<file path="config.mk">
export PLATFORM = sky130hd
export DESIGN_NAME = uart_tx_fifo
export DESIGN_NICKNAME = d
export VERILOG_FILES = /design/src/rtl/uart_tx_fifo_pkg.sv /design/src/rtl/uart_tx_fifo_sync_fifo.sv /design/src/rtl/uart_tx_fifo.sv
export SDC_FILE = /design/constraint.sdc
export NUM_CORES = 1
export LEC_CHECK = 0
export ABC_CLOCK_PERIOD_IN_PS = 5770
export BUFFER_PORTS_ARGS = -buffer_cell sky130_fd_sc_hd__buf_2
export CAP_MARGIN = 20
export CORE_MARGIN = 1
export CORE_UTILIZATION = 41
export CTS_CLUSTER_SIZE = 12
export DETAILED_ROUTE_END_ITERATION = 10
export PLACE_DENSITY_LB_ADDON = 0.15
export SYNTH_ARGS = -nofsm -noshare
export SYNTH_HDL_FRONTEND = slang
export SYNTH_SLANG_ARGS = --single-unit
</file>
<file path="constraint.sdc">
create_clock -name mclk -period 5.77 [get_ports mclk]
set_clock_uncertainty 0.1 [all_clocks]
set_input_delay 0.577 -clock mclk [delete_from_list [all_inputs] [get_ports mclk]]
set_output_delay 0.577 -clock mclk [all_outputs]
set_load 0.005 [all_outputs]
</file>
<file path="src/rtl/uart_tx_fifo_pkg.sv">
// Shared definitions for the FIFO-fed UART transmitter.
package uart_defs;

  // Parity selection; 2'b11 is not a member and is treated as no parity.
  typedef enum logic [1:0] {
    PAR_NONE = 2'b00,
    PAR_EVEN = 2'b01,
    PAR_ODD  = 2'b10
  } parity_e;

  typedef enum logic [2:0] {
    IDLE,
    START,
    DATA,
    PARITY,
    STOP
  } tx_state_e;

  // Bit-period-minus-one divisors for a 50 MHz mclk.
  localparam int unsigned BAUD_DIV_9600   = 5207;
  localparam int unsigned BAUD_DIV_115200 = 433;

endpackage

</file>
<file path="src/rtl/uart_tx_fifo_sync_fifo.sv">
// Single-clock first-word-fall-through FIFO with registered flags and level.
module sync_fifo #(
  parameter int unsigned WIDTH = 8,
  parameter int unsigned AW    = 2
) (
  input  logic             clk,
  input  logic             rst,
  input  logic             wr_en,
  input  logic [WIDTH-1:0] wr_data,
  input  logic             rd_en,
  output logic [WIDTH-1:0] rd_data,
  output logic             full,
  output logic             empty,
  output logic [AW:0]      level
);

  localparam int unsigned DEPTH = 1 << AW;

  logic [WIDTH-1:0] mem_q [DEPTH];
  logic [AW-1:0]    wr_ptr_q, wr_ptr_d;
  logic [AW-1:0]    rd_ptr_q, rd_ptr_d;
  logic [AW:0]      level_q, level_d;
  logic             full_q, full_d;
  logic             empty_q, empty_d;
  logic             do_push, do_pop;

  assign rd_data = mem_q[rd_ptr_q];
  assign full    = full_q;
  assign empty   = empty_q;
  assign level   = level_q;

  // Pointer and occupancy update; flags are derived from the next level so they stay registered.
  always_comb begin
    do_push  = wr_en && !full_q;
    do_pop   = rd_en && !empty_q;
    wr_ptr_d = wr_ptr_q;
    rd_ptr_d = rd_ptr_q;
    level_d  = level_q;
    if (do_push) wr_ptr_d = wr_ptr_q + 1'b1;
    if (do_pop)  rd_ptr_d = rd_ptr_q + 1'b1;
    case ({do_push, do_pop})
      2'b10:   level_d = level_q + 1'b1;
      2'b01:   level_d = level_q - 1'b1;
      default: level_d = level_q;
    endcase
    full_d  = (level_d == DEPTH[AW:0]);
    empty_d = (level_d == '0);
  end

  // Control state registers.
  always_ff @(posedge clk) begin
    if (rst) begin
      wr_ptr_q <= '0;
      rd_ptr_q <= '0;
      level_q  <= '0;
      full_q   <= 1'b0;
      empty_q  <= 1'b1;
    end else begin
      wr_ptr_q <= wr_ptr_d;
      rd_ptr_q <= rd_ptr_d;
      level_q  <= level_d;
      full_q   <= full_d;
      empty_q  <= empty_d;
    end
  end

  // Storage array; contents need no reset since the pointers define validity.
  always_ff @(posedge clk) begin
    if (do_push) mem_q[wr_ptr_q] <= wr_data;
  end

endmodule

</file>
<file path="src/rtl/uart_tx_fifo.sv">
// UART transmitter fed from a small FIFO, with runtime parity, stop bits and baud divisor.
module uart_tx_fifo
  import uart_defs::*;
#(
  parameter int unsigned DATA_BITS = 8,
  parameter int unsigned FIFO_AW   = 2,
  parameter int unsigned DIV_W     = 16
) (
  input  logic                 mclk,
  input  logic                 rst,
  input  logic [DATA_BITS-1:0] s_data,
  input  logic                 s_valid,
  output logic                 s_ready,
  input  logic [DIV_W-1:0]     div_set,
  input  logic [1:0]           parity_mode,
  input  logic                 stop2,
  output logic                 busy,
  output logic                 tx_done,
  output logic [FIFO_AW:0]     fifo_level,
  output logic                 tx
);

  localparam logic [2:0] BIT_LAST = 3'(DATA_BITS - 1);

  logic                 fifo_full, fifo_empty;
  logic [DATA_BITS-1:0] fifo_rd_data;
  logic                 push, pop;
  logic                 bit_end;

  tx_state_e            state_q, state_d;
  logic [DIV_W-1:0]     timer_q, timer_d;
  logic [DIV_W-1:0]     div_lat_q, div_lat_d;
  logic [2:0]           bit_cnt_q, bit_cnt_d;
  logic [DATA_BITS-1:0] shift_q, shift_d;
  logic                 par_q, par_d;
  logic [1:0]           pmode_q, pmode_d;
  logic                 stop2_q, stop2_d;
  logic                 stop_cnt_q, stop_cnt_d;
  logic                 tx_q, tx_d;
  logic                 busy_q, busy_d;
  logic                 done_q, done_d;

  assign push    = s_valid && !fifo_full;
  assign s_ready = !fifo_full;
  assign tx      = tx_q;
  assign busy    = busy_q;
  assign tx_done = done_q;

  sync_fifo #(
    .WIDTH(DATA_BITS),
    .AW   (FIFO_AW)
  ) u_fifo (
    .clk    (mclk),
    .rst    (rst),
    .wr_en  (push),
    .wr_data(s_data),
    .rd_en  (pop),
    .rd_data(fifo_rd_data),
    .full   (fifo_full),
    .empty  (fifo_empty),
    .level  (fifo_level)
  );

  // Next-state logic for the framer: bit timer, bit counter, shifter, parity and line value.
  always_comb begin
    state_d    = state_q;
    div_lat_d  = div_lat_q;
    bit_cnt_d  = bit_cnt_q;
    shift_d    = shift_q;
    par_d      = par_q;
    pmode_d    = pmode_q;
    stop2_d    = stop2_q;
    stop_cnt_d = stop_cnt_q;
    tx_d       = tx_q;
    busy_d     = busy_q;
    done_d     = 1'b0;
    pop        = 1'b0;
    bit_end    = (timer_q == div_lat_q);
    timer_d    = bit_end ? '0 : timer_q + 1'b1;

    case (state_q)
      IDLE: begin
        timer_d = '0;
        if (!fifo_empty) pop = 1'b1;
      end
      START: begin
        if (bit_end) begin
          state_d = DATA;
          tx_d    = shift_q[0];
        end
      end
      DATA: begin
        if (bit_end) begin
          par_d = par_q ^ shift_q[0];
          if (bit_cnt_q == BIT_LAST) begin
            stop_cnt_d = 1'b0;
            if (pmode_q == PAR_EVEN || pmode_q == PAR_ODD) begin
              state_d = PARITY;
              tx_d    = (pmode_q == PAR_ODD) ? ~par_d : par_d;
            end else begin
              state_d = STOP;
              tx_d    = 1'b1;
            end
          end else begin
            shift_d   = shift_q >> 1;
            bit_cnt_d = bit_cnt_q + 3'd1;
            tx_d      = shift_q[1];
          end
        end
      end
      PARITY: begin
        if (bit_end) begin
          state_d    = STOP;
          stop_cnt_d = 1'b0;
          tx_d       = 1'b1;
        end
      end
      STOP: begin
        if (bit_end) begin
          if (stop2_q && !stop_cnt_q) begin
            stop_cnt_d = 1'b1;
          end else begin
            done_d = 1'b1;
            if (!fifo_empty) begin
              pop = 1'b1;
            end else begin
              state_d = IDLE;
              busy_d  = 1'b0;
            end
          end
        end
      end
      default: begin
        state_d = IDLE;
        tx_d    = 1'b1;
        busy_d  = 1'b0;
      end
    endcase

    // Shared frame load for both the idle start and the back-to-back start out of STOP.
    if (pop) begin
      state_d    = START;
      shift_d    = fifo_rd_data;
      div_lat_d  = div_set;
      pmode_d    = parity_mode;
      stop2_d    = stop2;
      timer_d    = '0;
      bit_cnt_d  = '0;
      par_d      = 1'b0;
      stop_cnt_d = 1'b0;
      tx_d       = 1'b0;
      busy_d     = 1'b1;
    end
  end

  // Framer registers; reset drops any frame in flight and idles the line high.
  always_ff @(posedge mclk) begin
    if (rst) begin
      state_q    <= IDLE;
      timer_q    <= '0;
      div_lat_q  <= '0;
      bit_cnt_q  <= '0;
      shift_q    <= '0;
      par_q      <= 1'b0;
      pmode_q    <= '0;
      stop2_q    <= 1'b0;
      stop_cnt_q <= 1'b0;
      tx_q       <= 1'b1;
      busy_q     <= 1'b0;
      done_q     <= 1'b0;
    end else begin
      state_q    <= state_d;
      timer_q    <= timer_d;
      div_lat_q  <= div_lat_d;
      bit_cnt_q  <= bit_cnt_d;
      shift_q    <= shift_d;
      par_q      <= par_d;
      pmode_q    <= pmode_d;
      stop2_q    <= stop2_d;
      stop_cnt_q <= stop_cnt_d;
      tx_q       <= tx_d;
      busy_q     <= busy_d;
      done_q     <= done_d;
    end
  end

endmodule

</file>
# Word level (Yosys, flattened, before mapping)
# Memory sizes are Yosys's and may differ from the RTL's. A register that Yosys moved wholly into a read port is not among the register bits.
# Index checks and enable logic that the tools add are counted.
dict set report word_totals {
  inputBits 30
  memories 1
  register_bits 63
  ramBits 32
  out_inout_bits 7
}
# memory words width rd rd_ports_with_merged_regs write_ports line
set memory_table {}
lappend memory_table {u_fifo.mem_q 4 8 1 1 1 uart_tx_fifo_sync_fifo.sv:19} ;# logic [WIDTH-1:0] mem_q [DEPTH];
dict set report op_classes {
  muxes 43
  n_reduce_logical 26
  n_addsub 6
  bitwise_logic 6
  eq_ne 30
}
# cell n
set ops {}
lappend ops {{8-bit two-way mux} 4}
lappend ops {{3-bit two-way mux} 8}
lappend ops {{1-bit two-way mux} 23}
lappend ops {{3-bit by 2-bit inequality test with 1-bit output (second input constant)} 6}
lappend ops {{16-bit by 1-bit adder with 16-bit output (second input constant)} 1}
lappend ops {{16-bit == test} 1}
lappend ops {{8-bit AND reduction} 2}
lappend ops {{3-bit case mux with 5 select lines} 1}
lappend ops {{2-bit inequality test (second input constant)} 7}
lappend ops {{2-bit by 1-bit inequality test with 1-bit output (second input constant)} 5}
lappend ops {{3-bit == test (second input constant)} 3}
lappend ops {{4-bit AND reduction} 2}
lappend ops {{4-bit OR reduction} 2}
lappend ops {{3-bit by 1-bit adder with 3-bit output (second input constant)} 2}
lappend ops {{3-bit by 2-bit == test with 1-bit output (second input constant)} 2}
lappend ops {{3-bit logical NOT} 2}
lappend ops {{3-bit case mux with 2 select lines} 1}
lappend ops {{3-bit AND reduction} 2}
lappend ops {{6-bit AND reduction} 1}
lappend ops {{1-bit NOT} 5}
lappend ops {{2-bit by 1-bit adder with 2-bit output (second input constant)} 2}
lappend ops {{2-bit by 1-bit == test with 1-bit output (second input constant)} 2}
lappend ops {{2-bit == test (second input constant)} 2}
lappend ops {{1-bit logical AND} 4}
lappend ops {{15 further kinds} 21}

# Logic depth before layout (Yosys ltp)
dict set report depth {
  ltp_word 9
  ltp_mapped 15
  mapped_depth_nobuf 12
}

# Modules after synthesis
# Synthesis repeated with hierarchy kept, for this count alone.
dict set report hier_totals {
  hier_cells 405
  area_unflattened_um2 4255.3
}
# mod n_inst cells_per_inst area_each_um2
set modules_own_cells {}
lappend modules_own_cells {uart_tx_fifo 1 305 2561.2}
lappend modules_own_cells {sync_fifo 1 100 1694.1}

# Least setup slack after synthesis
# Ideal clock, no wire load.
dict set report synth_path {
  kind {reg2reg}
  start {register timer_q[11]}
  end {register u_fifo.empty_q (netlist: u_fifo.empty)}
  setup_time_ns 0.129
  path_slack_ns 3.000
  path_buffers 2
  stages_incl_launch_ff 15
  period_less_slack_ns 2.770
  t_arrival_ns 2.541
  cell_sequence {dfxtp_1 xor2_1 nor4_2 and4_2 buf_2 a31oi_4 inv_2 buf_2 ha_1 fa_1 xnor2_1 nor2_1 xnor2_1 nor2_1 a21oi_1}
}
dict set report synth_between {
  elab_chain_cells 7
}
# element line
set synth_lines {}
lappend synth_lines {{start: declaration} uart_tx_fifo.sv:31} ;# logic [DIV_W-1:0] timer_q, timer_d;
lappend synth_lines {{start signal: assignment} uart_tx_fifo.sv:173} ;# timer_q <= timer_d;
lappend synth_lines {{16-bit == test (*)} uart_tx_fifo.sv:78} ;# bit_end = (timer_q == div_lat_q);
lappend synth_lines {{1-bit two-way mux (*)} uart_tx_fifo.sv:119} ;# if (bit_end) begin
lappend synth_lines {{1-bit case mux with 2 select lines (*)} uart_tx_fifo.sv:81} ;# case (state_q)
lappend synth_lines {{1-bit logical AND (*)} uart_tx_fifo_sync_fifo.sv:35} ;# do_pop = rd_en && !empty_q;
lappend synth_lines {{2-bit by 1-bit == test with 1-bit output / 2-bit == test (equally long branches)} uart_tx_fifo_sync_fifo.sv:41} ;# case ({do_push, do_pop})
lappend synth_lines {{3-bit case mux with 2 select lines (*)} uart_tx_fifo_sync_fifo.sv:41}
lappend synth_lines {{3-bit logical NOT (*)} uart_tx_fifo_sync_fifo.sv:47} ;# empty_d = (level_d == '0);
lappend synth_lines {{end signal: assignment} uart_tx_fifo_sync_fifo.sv:63} ;# empty_q <= empty_d;
lappend synth_lines {{end: declaration} uart_tx_fifo_sync_fifo.sv:24} ;# logic empty_q, empty_d;
# Every way passes the cells marked *; elsewhere a longest branch is shown, timed or not.
# A chain may end at the register's enable or synchronous reset.

# Worst setup path in the final report
dict set report layout_path {
  start {register timer_q[6]}
  end {register u_fifo.empty_q (netlist: u_fifo.empty)}
}
# The elaborated chain is that of the path after synthesis.

==> results_dict.tcl <==
set metrics [dict create \
    status "complete, no violations" \
    grt_max_degree 41 \
    synthArstFlopShare 0 \
    hp-start "s_data[6]" \
    synth_largest_area_cell "dfxtp_1" \
    fin_area_sq_um 4630 \
    maxCapViolations 0 \
    first_pass_iters 4 \
    multiInputGateArea_sq_um 1760 \
    die_w_microns 103 \
    hold_buffers 0 \
    synth_flop_cell "dfxtp_1" \
    path_cells "xor2_2 > nor4_2 > and4_2 > a31oi_4 > inv_2 > ha_1 > fa_1 > xnor2_1 > nor2_1 > xnor2_1 > nor2_1 > a21oi_1" \
    hold_violations 0 \
    htree_levels 3 \
    final_cells 559 \
    crit_family "compound AO/OA/AOI/OAI gates" \
    drive_above_1_share 0.169 \
    slowest_stage "a31oi_4" \
    max_stage_delay_ns 0.79 \
    initial_core_util 0.425 \
    startpoint_type "flop" \
    holdPathEnd "u_fifo.mem_q[1][6]" \
    worstPathArrival_ns 4.08 \
    fp.coreArea_sq_um 9820 \
    holdWs_ns 0.312 \
    finalCritPeriodShare 0.673 \
    pwr_density_cell_nw_per_um2 471 \
    gp_congestion 0.843 \
    die_y_microns 103 \
    first_iter_violations 94 \
    min_period_ns 3.88 \
    synth_warnings 0 \
    p_total_mw 2.18 \
    clk_latency_ns 0.37 \
    synth-seq-cells 97 \
    worst_pin_slew_ns 0.955 \
    ios 37 \
    grt_pass1_vias 2637 \
    drtAntennaViolNets 0 \
    antenna_found_initial 0 \
    final_cell_mix "dfxtp_1 (65), nand2_1 (51), nor2_1 (40), buf_2 (36), a21oi_1 (34)" \
    wirelength_mm 8.03 \
    holdPathStages 1 \
    post_cts_resized 0 \
    synthCells 394 \
    fillCellCount 989 \
    numCtsBuffers 9 \
    post-route-util 0.472 \
    drc 0 \
    syn-cell-area_sq_um 4170 \
    r2r_setup_slack_ns 1.89 \
    fmax_ghz 0.257 \
    rsz0062_at_grt "no" \
    required_ns 5.97 \
    hp-class "in -> reg" \
    root_buffer "clkbuf_8" \
    r2r_cells 12 \
    setup_viol 0 \
    layout_commonest_cell "dfxtp_1" \
    route.detailed.wl_per_inst_microns 14.4 \
    seq_area_frac_synth 0.543 \
    timing.critical_path.buf_inv 1 \
    path_depth 12 \
    post-cts-setup-buffers 0 \
    reg2reg_to "u_fifo.empty" \
    syn_nets 434 \
    endpoint_kind "flop" \
    rows 36 \
    cts_sinks 97 \
    syn_avg_cell_area_sq_um 10.6 \
    seqCellArea_sq_um 2260 \
    path_class "reg -> reg" \
    slew_viol_final 0 \
    fin_ws_ns 1.89 \
    dieArea_sq_um 10600 \
    area_delta_synth_final_pct 11.2 \
    num-nets-final 461 \
    diodes 0 \
    max-vdd-ir-drop_mv 0.190 \
    via_per_inst 5.00 \
    tns_ns 0 \
    cts_tree "done" \
    synth-edff-count 32 \
    maxSlewHeadroom 0.363 \
    place_ws_ns 1.88 \
    path_max_fanout 37 \
    p_leak_nw 1.80 \
    grt_pass1_wl_mm 12.9 \
    grt_overflow_total 0 \
    dpl.hpwl_mm 5.61 \
    track_usage 0.163 \
    numPortBuffers 36 \
    dp.cells 543 \
    cts_buffer_depth 2 \
    synth_top_area_frac 0.312 \
    path_clk_slew_ns 0.11 \
    yosys-top-cells-area "dfxtp_1 (31%), edfxtp_1 (23%), xor2_1 (5.0%), nand2_1 (4.6%), mux4_2 (4.3%)" \
    reg2reg_from "timer_q[6]" \
    dpl_cell_area_sq_um 4420 \
    route.vias.total 2795 \
    ys_types 47 \
]
Yosys cell counts, types with 2 or more instances:
| master | n |
|---|---|
| and2_1 | 4 |
| clkbuf_1 | 13 |
| ha_1 | 9 |
| nor3b_1 | 2 |
| a211oi_1 | 2 |
| nor4_1 | 3 |
| nor2_1 | 40 |
| or3_1 | 2 |
| buf_2 | 4 |
| xnor2_1 | 13 |
| nand2b_1 | 3 |
| xor2_1 | 24 |
| o22ai_1 | 4 |
| inv_1 | 12 |
| mux4_2 | 8 |
| o21ai_0 | 10 |
| nand2_1 | 51 |
| mux2i_1 | 10 |
| dfxtp_1 | 65 |
| a31oi_1 | 2 |
| edfxtp_1 | 32 |
| nor4_2 | 3 |
| buf_6 | 2 |
| nor3_1 | 11 |
| nand3_1 | 8 |
| nand4_1 | 3 |
| a21oi_1 | 34 |
flip-flops by register name, indices dropped and copies added, names as in the netlist, 2 cells and up, named ones only:
name,flops
state_q,3
pmode_q,2
u_fifo.rd_ptr_q,2
bit_cnt_q,3
timer_q,16
u_fifo.wr_ptr_q,2
div_lat_q,16
u_fifo.level,3
u_fifo.mem_q,32
shift_q,8
layer usage:
metal,vias up,GRT usage,routed length (microns),share of wire
li1,1417,-,-,-
met1,1323,0.225,4060,0.51
met2,47,0.249,3570,0.44
met3,8,0.0373,315,0.039
met4,0,0.0672,89,0.011
met5,-,0,0,0
worst max-delay path by stage:
stage	from	to	slack, ns
2_1_floorplan	timer_q[11]	u_fifo.empty	3.00
3_3_place_gp	timer_q[8]	u_fifo.empty	1.96
3_5_place_dp	timer_q[6]	u_fifo.empty	1.88
4_1_cts	timer_q[6]	u_fifo.empty	1.84
5_1_grt	timer_q[6]	u_fifo.empty	1.56
6_report	timer_q[6]	u_fifo.empty	1.89
cell families (layout without fill, tap and decap cells):
logic type | count (synthesis) | after routing | synth area share
AOI/OAI and AO/OA | 60 | 60 | 0.0852
DFF | 97 | 97 | 0.543
xor gates and xnor gates | 38 | 38 | 0.0816
muxes | 18 | 18 | 0.0672
and+or+nand+nor | 137 | 137 | 0.155
adders and majority gates | 10 | 10 | 0.0318
buffers and inverters | 34 | 66 | 0.0363
power by group:
part / switching, mW / leakage (nW) / internal (mW)
clock network: 0.266 / 0.111 / 0.214
logic: 0.430 / 0.865 / 0.299
registers: 0.129 / 0.824 / 0.846
area by class of cell:
class | instances | area share
inverters | 13 | 0.0105
clock buffers | 9 | 0.0267
well taps | 133 | 0.0359
clock inverters | 7 | 0.0194
multi-input cells | 263 | 0.379
repair buffers | 37 | 0.0405
flip-flops and latches | 97 | 0.488
Note: power is estimated with default switching activity, not from simulation.
